`config.mk`:
```
export PLATFORM = sky130hd
export DESIGN_NAME = updown_counter_param
export DESIGN_NICKNAME = d
export VERILOG_FILES = /design/src/rtl/updown_pkg.sv /design/src/rtl/updown_counter_param_btn_conditioner.sv /design/src/rtl/updown_counter_param.sv
export SDC_FILE = /design/constraint.sdc
export NUM_CORES = 1
export LEC_CHECK = 0
export CORE_MARGIN = 2
export CORE_UTILIZATION = 49
export DETAILED_ROUTE_END_ITERATION = 10
export GPL_ROUTABILITY_DRIVEN = 0
export GPL_TIMING_DRIVEN = 0
export HOLD_SLACK_MARGIN = 0.02
export MAX_ROUTING_LAYER = met4
export PLACE_DENSITY = 0.76
export SYNTH_ARGS = -nofsm -noshare
export SYNTH_HDL_FRONTEND = slang
export SYNTH_SLANG_ARGS = --single-unit
```
`constraint.sdc`:
```
create_clock -name clk -period 2.6 [get_ports clk]
set_clock_uncertainty 0.1 [all_clocks]
set_input_delay 0.78 -clock clk [delete_from_list [all_inputs] [get_ports clk]]
set_output_delay 0.78 -clock clk [all_outputs]
set_load 0.03 [all_outputs]
```
`src/rtl/updown_pkg.sv`:
```
// Shared definitions for the parametrised up/down push-button counter.
// Holds the counting modes and the next-count helper used by the datapath.
package updown_pkg;

  localparam logic MODE_SAT  = 1'b0;
  localparam logic MODE_WRAP = 1'b1;

  typedef struct packed {
    logic        limit;
    logic [63:0] next;
  } cnt_result_t;

  // One step up or down; limit marks a clamp (saturate) or a wrap-around.
  function automatic cnt_result_t count_next(
    input logic [63:0] value,
    input logic [63:0] step,
    input logic [63:0] max_val,
    input logic        mode,
    input logic        up
  );
    cnt_result_t res;
    logic [63:0] sum;
    res.limit = 1'b0;
    res.next  = value;
    sum       = value + step;
    if (up) begin
      if (sum > max_val) begin
        res.limit = 1'b1;
        res.next  = (mode == MODE_WRAP) ? (sum - (max_val + 64'd1)) : max_val;
      end else begin
        res.next = sum;
      end
    end else begin
      if (value < step) begin
        res.limit = 1'b1;
        res.next  = (mode == MODE_WRAP) ? (value + max_val + 64'd1 - step) : 64'd0;
      end else begin
        res.next = value - step;
      end
    end
    return res;
  endfunction

endpackage

```
`src/rtl/updown_counter_param_btn_conditioner.sv`:
```
// Synchroniser, debouncer and rising-edge detector for one raw push-button.
// Emits one registered press pulse per debounced press; no auto-repeat.
module btn_conditioner #(
  parameter int DEB_CYCLES = 2
) (
  input  logic clk,
  input  logic reset,
  input  logic btn_in,
  output logic level_out,
  output logic press_out
);

  localparam int CW = $clog2(DEB_CYCLES + 1);
  localparam logic [CW-1:0] CNT_LAST = CW'(DEB_CYCLES - 1);

  logic          r_s1;
  logic          r_s2;
  logic [CW-1:0] r_cnt;
  logic          r_filt;
  logic          r_filt_q;
  logic          r_press;

  // The filtered level flips on the edge where the mismatch run reaches DEB_CYCLES.
  always_ff @(posedge clk) begin
    if (!reset) begin
      r_s1     <= 1'b0;
      r_s2     <= 1'b0;
      r_cnt    <= '0;
      r_filt   <= 1'b0;
      r_filt_q <= 1'b0;
      r_press  <= 1'b0;
    end else begin
      r_s1     <= btn_in;
      r_s2     <= r_s1;
      r_filt_q <= r_filt;
      r_press  <= r_filt & ~r_filt_q;
      if (r_s2 != r_filt) begin
        if (r_cnt == CNT_LAST) begin
          r_filt <= ~r_filt;
          r_cnt  <= '0;
        end else begin
          r_cnt <= r_cnt + 1'b1;
        end
      end else begin
        r_cnt <= '0;
      end
    end
  end

  assign level_out = r_filt;
  assign press_out = r_press;

endmodule

```
`src/rtl/updown_counter_param.sv`:
```
// Push-button up/down counter with saturate or wrap limits, soft clear,
// parallel load and registered limit status flags.
module updown_counter_param
  import updown_pkg::*;
#(
  parameter int              WIDTH      = 16,
  parameter longint unsigned MAX_VAL    = (64'd1 << WIDTH) - 64'd1,
  parameter longint unsigned STEP       = 1,
  parameter int              WRAP       = 0,
  parameter int              DEB_CYCLES = 2
) (
  input  logic             clk,
  input  logic             reset,
  input  logic             u,
  input  logic             d,
  input  logic             clr,
  input  logic             load,
  input  logic [WIDTH-1:0] load_val,
  output logic [WIDTH-1:0] c_out,
  output logic             at_zero,
  output logic             at_max,
  output logic             limit_hit
);

  localparam logic [63:0]      MAX64     = 64'(MAX_VAL);
  localparam logic [63:0]      STEP64    = 64'(STEP);
  localparam logic [WIDTH-1:0] MAX_W     = MAX64[WIDTH-1:0];
  localparam logic             WRAP_MODE = (WRAP != 0) ? MODE_WRAP : MODE_SAT;

  logic             w_up_level;
  logic             w_dn_level;
  logic             w_up_press;
  logic             w_dn_press;
  logic [63:0]      w_cur;
  logic [63:0]      w_load64;
  cnt_result_t      w_res;
  logic [WIDTH-1:0] w_next;
  logic             w_limit;
  logic             w_unused;

  logic [WIDTH-1:0] r_count;
  logic             r_at_zero;
  logic             r_at_max;
  logic             r_limit;

  btn_conditioner #(.DEB_CYCLES(DEB_CYCLES)) u_btn_up (
    .clk       (clk),
    .reset     (reset),
    .btn_in    (u),
    .level_out (w_up_level),
    .press_out (w_up_press)
  );

  btn_conditioner #(.DEB_CYCLES(DEB_CYCLES)) u_btn_dn (
    .clk       (clk),
    .reset     (reset),
    .btn_in    (d),
    .level_out (w_dn_level),
    .press_out (w_dn_press)
  );

  assign w_cur    = 64'(r_count);
  assign w_load64 = 64'(load_val);

  // Presses coinciding with clr/load are dropped; simultaneous up+down cancel.
  always_comb begin
    w_next  = r_count;
    w_limit = 1'b0;
    w_res   = '0;
    if (clr) begin
      w_next = '0;
    end else if (load) begin
      w_next = (w_load64 > MAX64) ? MAX_W : load_val;
    end else if (w_up_press ^ w_dn_press) begin
      w_res   = count_next(w_cur, STEP64, MAX64, WRAP_MODE, w_up_press);
      w_next  = w_res.next[WIDTH-1:0];
      w_limit = w_res.limit;
    end
  end

  assign w_unused = &{1'b0, w_up_level, w_dn_level, w_res.next[63:WIDTH]};

  // Flags come from the next-state value so they line up with c_out.
  always_ff @(posedge clk) begin
    if (!reset) begin
      r_count   <= '0;
      r_at_zero <= 1'b1;
      r_at_max  <= 1'b0;
      r_limit   <= 1'b0;
    end else begin
      r_count   <= w_next;
      r_at_zero <= (w_next == '0);
      r_at_max  <= (w_next == MAX_W);
      r_limit   <= w_limit;
    end
  end

  assign c_out     = r_count;
  assign at_zero   = r_at_zero;
  assign at_max    = r_at_max;
  assign limit_hit = r_limit;

endmodule

```
; ---- Word-level counts from Yosys, hierarchy flattened
; Cells that the tools add are included.
[totals]
ff_bits = 33
input_bits = 22
[classes]
n_addsub = 4
magnitude_cmp = 3
n_eq_ne = 5
mux = 9
bitwise = 11
n_reduce_logical = 6
[ops]
columns = operator, n
row1 = 65-bit 2-to-1 mux, 1
row2 = 16-bit 2-to-1 mux, 4
row3 = 64-bit 2-to-1 mux, 1
row4 = "16-bit by 1-bit adder with 17-bit output, second input constant", 1
row5 = "17-bit by 16-bit greater-than comparator with 1-bit output, second input constant", 1
row6 = 17-bit 2-to-1 mux, 1
row7 = "16-bit by 1-bit subtractor with 17-bit output, second input constant", 1
row8 = "16-bit == test, second input constant", 1
row9 = "16-bit greater-than comparator, second input constant", 1
row10 = 16-bit logical NOT, 1
row11 = "16-bit by 1-bit < comparator with 1-bit output, second input constant", 1
row12 = 1-bit NOT, 8
row13 = 3-bit OR reduction, 2
row14 = "2-bit by 1-bit adder with 2-bit output, second input constant", 2
row15 = "2-bit by 1-bit == test with 1-bit output, second input constant", 2
row16 = 2-bit AND reduction, 2
row17 = 4-bit OR reduction, 1
row18 = 1-bit bitwise AND, 2
row19 = 1-bit 2-to-1 mux, 2
row20 = 1-bit inequality test, 2
row21 = 1-bit XOR, 1

; ---- Longest topological paths before layout
[logic_depth]
word_depth = 8
ltp_mapped = 10
depth_no_buf = 9

; ---- Modules after synthesis
; From an unflattened synthesis, not the netlist that was laid out.
[unflattened]
cells_unflattened = 355
area_unflattened_um2 = 2728.9
[modules_own_cells]
columns = module, n_inst, cells_per_inst, area_each_um2
row1 = updown_counter_param, 1, 319, 2278.4
row2 = btn_conditioner, 2, 18, 225.2

; ---- Worst setup path before layout
; OpenSTA, ideal clock, no wires.
[synth_path]
path_kind = input port to flip-flop
from = in load
to = reg r_at_zero, in the netlist at_zero
setup_ns = 0.084
t_arrival_ns = 2.533
required_ns = 2.416
setup_slack_ns = -0.117
stages = 9
path_buffers = 2
path_cell_list = buf_2 > nor2b_1 > clkbuf_1 > a21oi_1 > o21ai_0 > o311ai_1 > a31oi_1 > or4_1 > o31ai_2
[synth_via]
elab_chain_cells = 3
[synth_lines]
columns = element, line
row1 = start: declaration, updown_counter_param.sv:17  ; input logic load,
row2 = 16-bit 2-to-1 mux, updown_counter_param.sv:72  ; end else if (load) begin
row3 = 16-bit 2-to-1 mux, updown_counter_param.sv:70  ; if (clr) begin
row4 = 16-bit logical NOT, updown_counter_param.sv:92  ; r_at_zero <= (w_next == '0);
row5 = end signal: assignment, updown_counter_param.sv:92
row6 = end: declaration, updown_counter_param.sv:42  ; logic r_at_zero;
; No other way between the ends.
; A chain may end at the register's enable or synchronous reset.

; ---- Final worst setup path
[layout_path]
from = reg r_count[1], in the netlist c_out[1]
to = reg r_at_zero, in the netlist at_zero
[layout_via]
elab_chain_cells = 8
word_cells_on_any_way = 11
classes_between = 2 x add/sub / 2 x order compare / 6 x mux / 1 x reduce/logical
[layout_lines]
columns = element, line
row1 = start: declaration, updown_counter_param.sv:41  ; logic [WIDTH-1:0] r_count;
row2 = start signal: assignment, updown_counter_param.sv:91  ; r_count <= w_next;
row3 = 16-bit by 1-bit adder with 17-bit output, updown_pkg.sv:25  ; sum = value + step;
row4 = 17-bit by 16-bit greater-than comparator with 1-bit output, updown_pkg.sv:27  ; if (sum > max_val) begin
row5 = 17-bit 2-to-1 mux, updown_pkg.sv:27
row6 = 65-bit 2-to-1 mux, updown_pkg.sv:26  ; if (up) begin
row7 = 16-bit 2-to-1 mux *, updown_counter_param.sv:74  ; end else if (w_up_press ^ w_dn_press) begin
row8 = 16-bit 2-to-1 mux *, updown_counter_param.sv:72
row9 = 16-bit 2-to-1 mux *, updown_counter_param.sv:70
row10 = 16-bit logical NOT *, updown_counter_param.sv:92
; Mark *: on every way between the ends. The rest lies on a longest branch, timed or not.

==> run metrics <==
status finished with violations; failing checks setup timing; vias per inst 6.92; Synthesis Warnings 0; synth unique cells 72; syn_nets 375; RSZ-0062 raised after global routing yes; Crit path arrival time 2.87 ns; cell area after synthesis about 2700 µm²; Slew @ Worst Pin ~0.9 ns; Min Hold Slack 0.285 ns; critical path launch point type register; GRT overflow 0; pwr/cell area 348 nW/µm²; clk_lat worst skew 0.28 ns; CP required 2.70 ns; CTS sink cnt 33; Iter 0 DRT Violations 782; maximum buffer depth of the clock tree 2; Final period util 107%; # DRC 0; Largest register FFs 16; top_reg_cell synth dfxtp_1; most frequent cells in the layout clkdlybuf4s50_1 (38), nor2_1 (37), buf_4 (37); H-tree levels 2; # setup viols final 2; Worst-path clk slew 0.07 ns; number of global-route vias before repair 3122; Int Pwr about 900 µW; crit path cell chain ha_1 -> clkbuf_4 -> nand3_1 -> and3_1 -> o21ai_0 -> o311ai_0 -> or4_4 -> o31ai_2; area of the multi-input gates 2110 µm²; layout cells sized above 1 32.7%; sequential fraction of the synthesis area 24.8%; layout net count 455; antenna viol nets, final 0; pre-CTS WS -0.881 ns; CTS root buf clkbuf_8; Worst slew margin just under 40%; crit path capture at_zero; 1st-pass router iterations 6; Net Sw Power 436 µW; Min Clock Period, post-route 2.78 ns; number of synthesized flops with an enable pin 0; CTS tree built; Crit path depth 8; Post-CTS Hold Buffers 0; Tot GR Track Use 34.4%; initial antenna violation count 0; initial core utilization 51.4%; CP bufs+invs 1; P&R area growth vs syn 46.3%; fin worst setup slack -0.176 ns; CP peak stage delay 0.63 ns; crit path from c_out[1]; post-route insts no fill between 400 and 500; maximum VDD drop 0.478 mV; max-cap violations 0; Post-synth ARST share 0%; largest net degree at the start of global routing 11; final-report hold violation count 0; Filler cells between 300 and 400; Ant. Diodes 0; #FFs+latches synth 33; Tightest Hold Check Type reg2reg; CP Max Fanout 10; io pins 41; Max Fclk 0.360 GHz; FF-to-FF setup slack -0.18 ns; reg2reg end at_zero; syn avg cell area 7.64 µm²; DRT Wirelength 10800 µm; Leak 1.44 nW; Clock power frac 28.6%; CP max-delay cell or4_4; Comb power frac 31.5%; Core Box Area roughly 5200 µm²; die width 77.7 µm; Worst path top cell family by delay simple AND/OR/NAND/NOR gates; DP Wirelength 6420 µm; R2R depth 8; Rows 26; Sequential Area 701 µm²; Sequential Power Share 39.9%; Num CTS Buffers 5; Cells after DPL between 400 and 500; reg2reg start c_out[1]; first-pass GRT wire length 15800 µm; CP Capture Type register; Syn Inst Count 348; Slew Limit Fails 0; die height 77.7 µm; DIE AREA around 6000 µm²; leading cell type in the layout, fill and taps excluded clkdlybuf4s50_1; IO Port Bufs 39; vias between 3000 and 4000; Worst Hold Launch u_btn_up.r_filt_q; switching share of power 32.1%; routed len/inst 21.6 µm; WS Path Type reg2reg
per-layer routing:
layer	global-route usage (%)	part of all wire, %	vias up
met2	53.5	43	339
met5	-	0	-
met4	16.1	7.1	0
li1	-	-	1440
met3	6.16	12	107
met1	43.4	38	1562
timing repair:
action / 4_1_cts / 5_1_grt
endpoints found under the setup margin: 5 / 3
gates resized for setup: 62 / 29
buffers inserted: 29 / 7
pin swaps: 28 / 12
cell families (layout without fill, tap and decap cells):
kind of cell	Yosys count	after routing	share of synthesized area, %
and+or+nand+nor	170	170	35.9
AOI/OAI and AO/OA	87	87	25.0
buffers and inverters	40	120	7.06
DFF	33	33	24.8
xor gates and xnor gates	7	7	2.59
muxes	6	6	2.30
adders and majority gates	5	5	2.35
stage by stage:
step | area (µm²) | total power, mW | setup TNS [ns] | utilization, %
2_1_floorplan | 2680 | 0.755 | -0.00864 | -
3_3_place_gp | 3150 | 0.863 | -2.79 | 61.0
3_5_place_dp | 3150 | 0.866 | -2.99 | 61.0
4_1_cts | 3730 | 1.31 | -0.0380 | 72.2
5_1_grt | 3890 | 1.41 | -0.363 | 75.2
6_report | 3890 | 1.36 | -0.346 | 75.2
cell usage after synthesis, types with 3 or more instances:
cell type,count,share of area (%)
a211oi_1,5,1.4
a21oi_1,17,3.2
a31oi_1,5,1.2
and2_1,17,4.0
and3_1,6,1.4
buf_2,12,2.3
clkbuf_1,9,1.3
dfxtp_1,33,25
ha_1,5,2.4
inv_1,15,2.1
mux2i_1,5,1.9
nand2_1,26,3.7
nand2b_1,5,1.2
nand3_1,11,2.1
nand3_2,3,1.1
nand4_1,7,1.6
nand4b_1,4,1.3
nor2_1,39,5.5
nor2b_1,7,1.6
nor3_1,14,2.6
nor3b_1,3,0.85
nor4_1,6,1.4
o21ai_0,15,2.8
o31ai_1,6,1.7
or3_1,6,1.4
or4_1,3,0.85
xnor2_1,5,1.6
worst min-delay path by stage:
stage / endpoint / slack (ns) / cells past startpoint
2_1_floorplan: u_btn_dn.press_out / 0.27 / 1
3_3_place_gp: u_btn_dn.press_out / 0.27 / 1
3_5_place_dp: u_btn_up.press_out / 0.28 / 1
4_1_cts: u_btn_up.press_out / 0.29 / 1
5_1_grt: u_btn_dn.press_out / 0.29 / 1
6_report: u_btn_up.press_out / 0.28 / 1
layout make-up:
class                      instances  area share (%)
clock inverter                     1           0.193
clock buffer                       6            2.12
inverter                          15            1.45
tap                               70            2.25
buffer                            23            4.08
multi-input combinational        275            54.1
sequential                        33            18.0
timing repair buffer              75            17.7
worst reg2reg max path: stages, from the launching register on:
cell and delay (ns):
dfxtp_4 0.44, ha_1 0.24, clkbuf_4 0.22, nand3_1 0.09
and3_1 0.19, o21ai_0 0.24, o311ai_0 0.36, or4_4 0.63
o31ai_2 0.18
power groups by stage:
stage                     clock [mW]  combinational (mW)  sequential (mW)
final                          0.388               0.427            0.541
after global routing           0.420               0.445            0.541
after floorplan                    0               0.186            0.569
after global placement             0               0.311            0.552
after detailed placement           0               0.313            0.553
after CTS                      0.390               0.377            0.539
No activity file was read; power rests on OpenSTA's default activity.
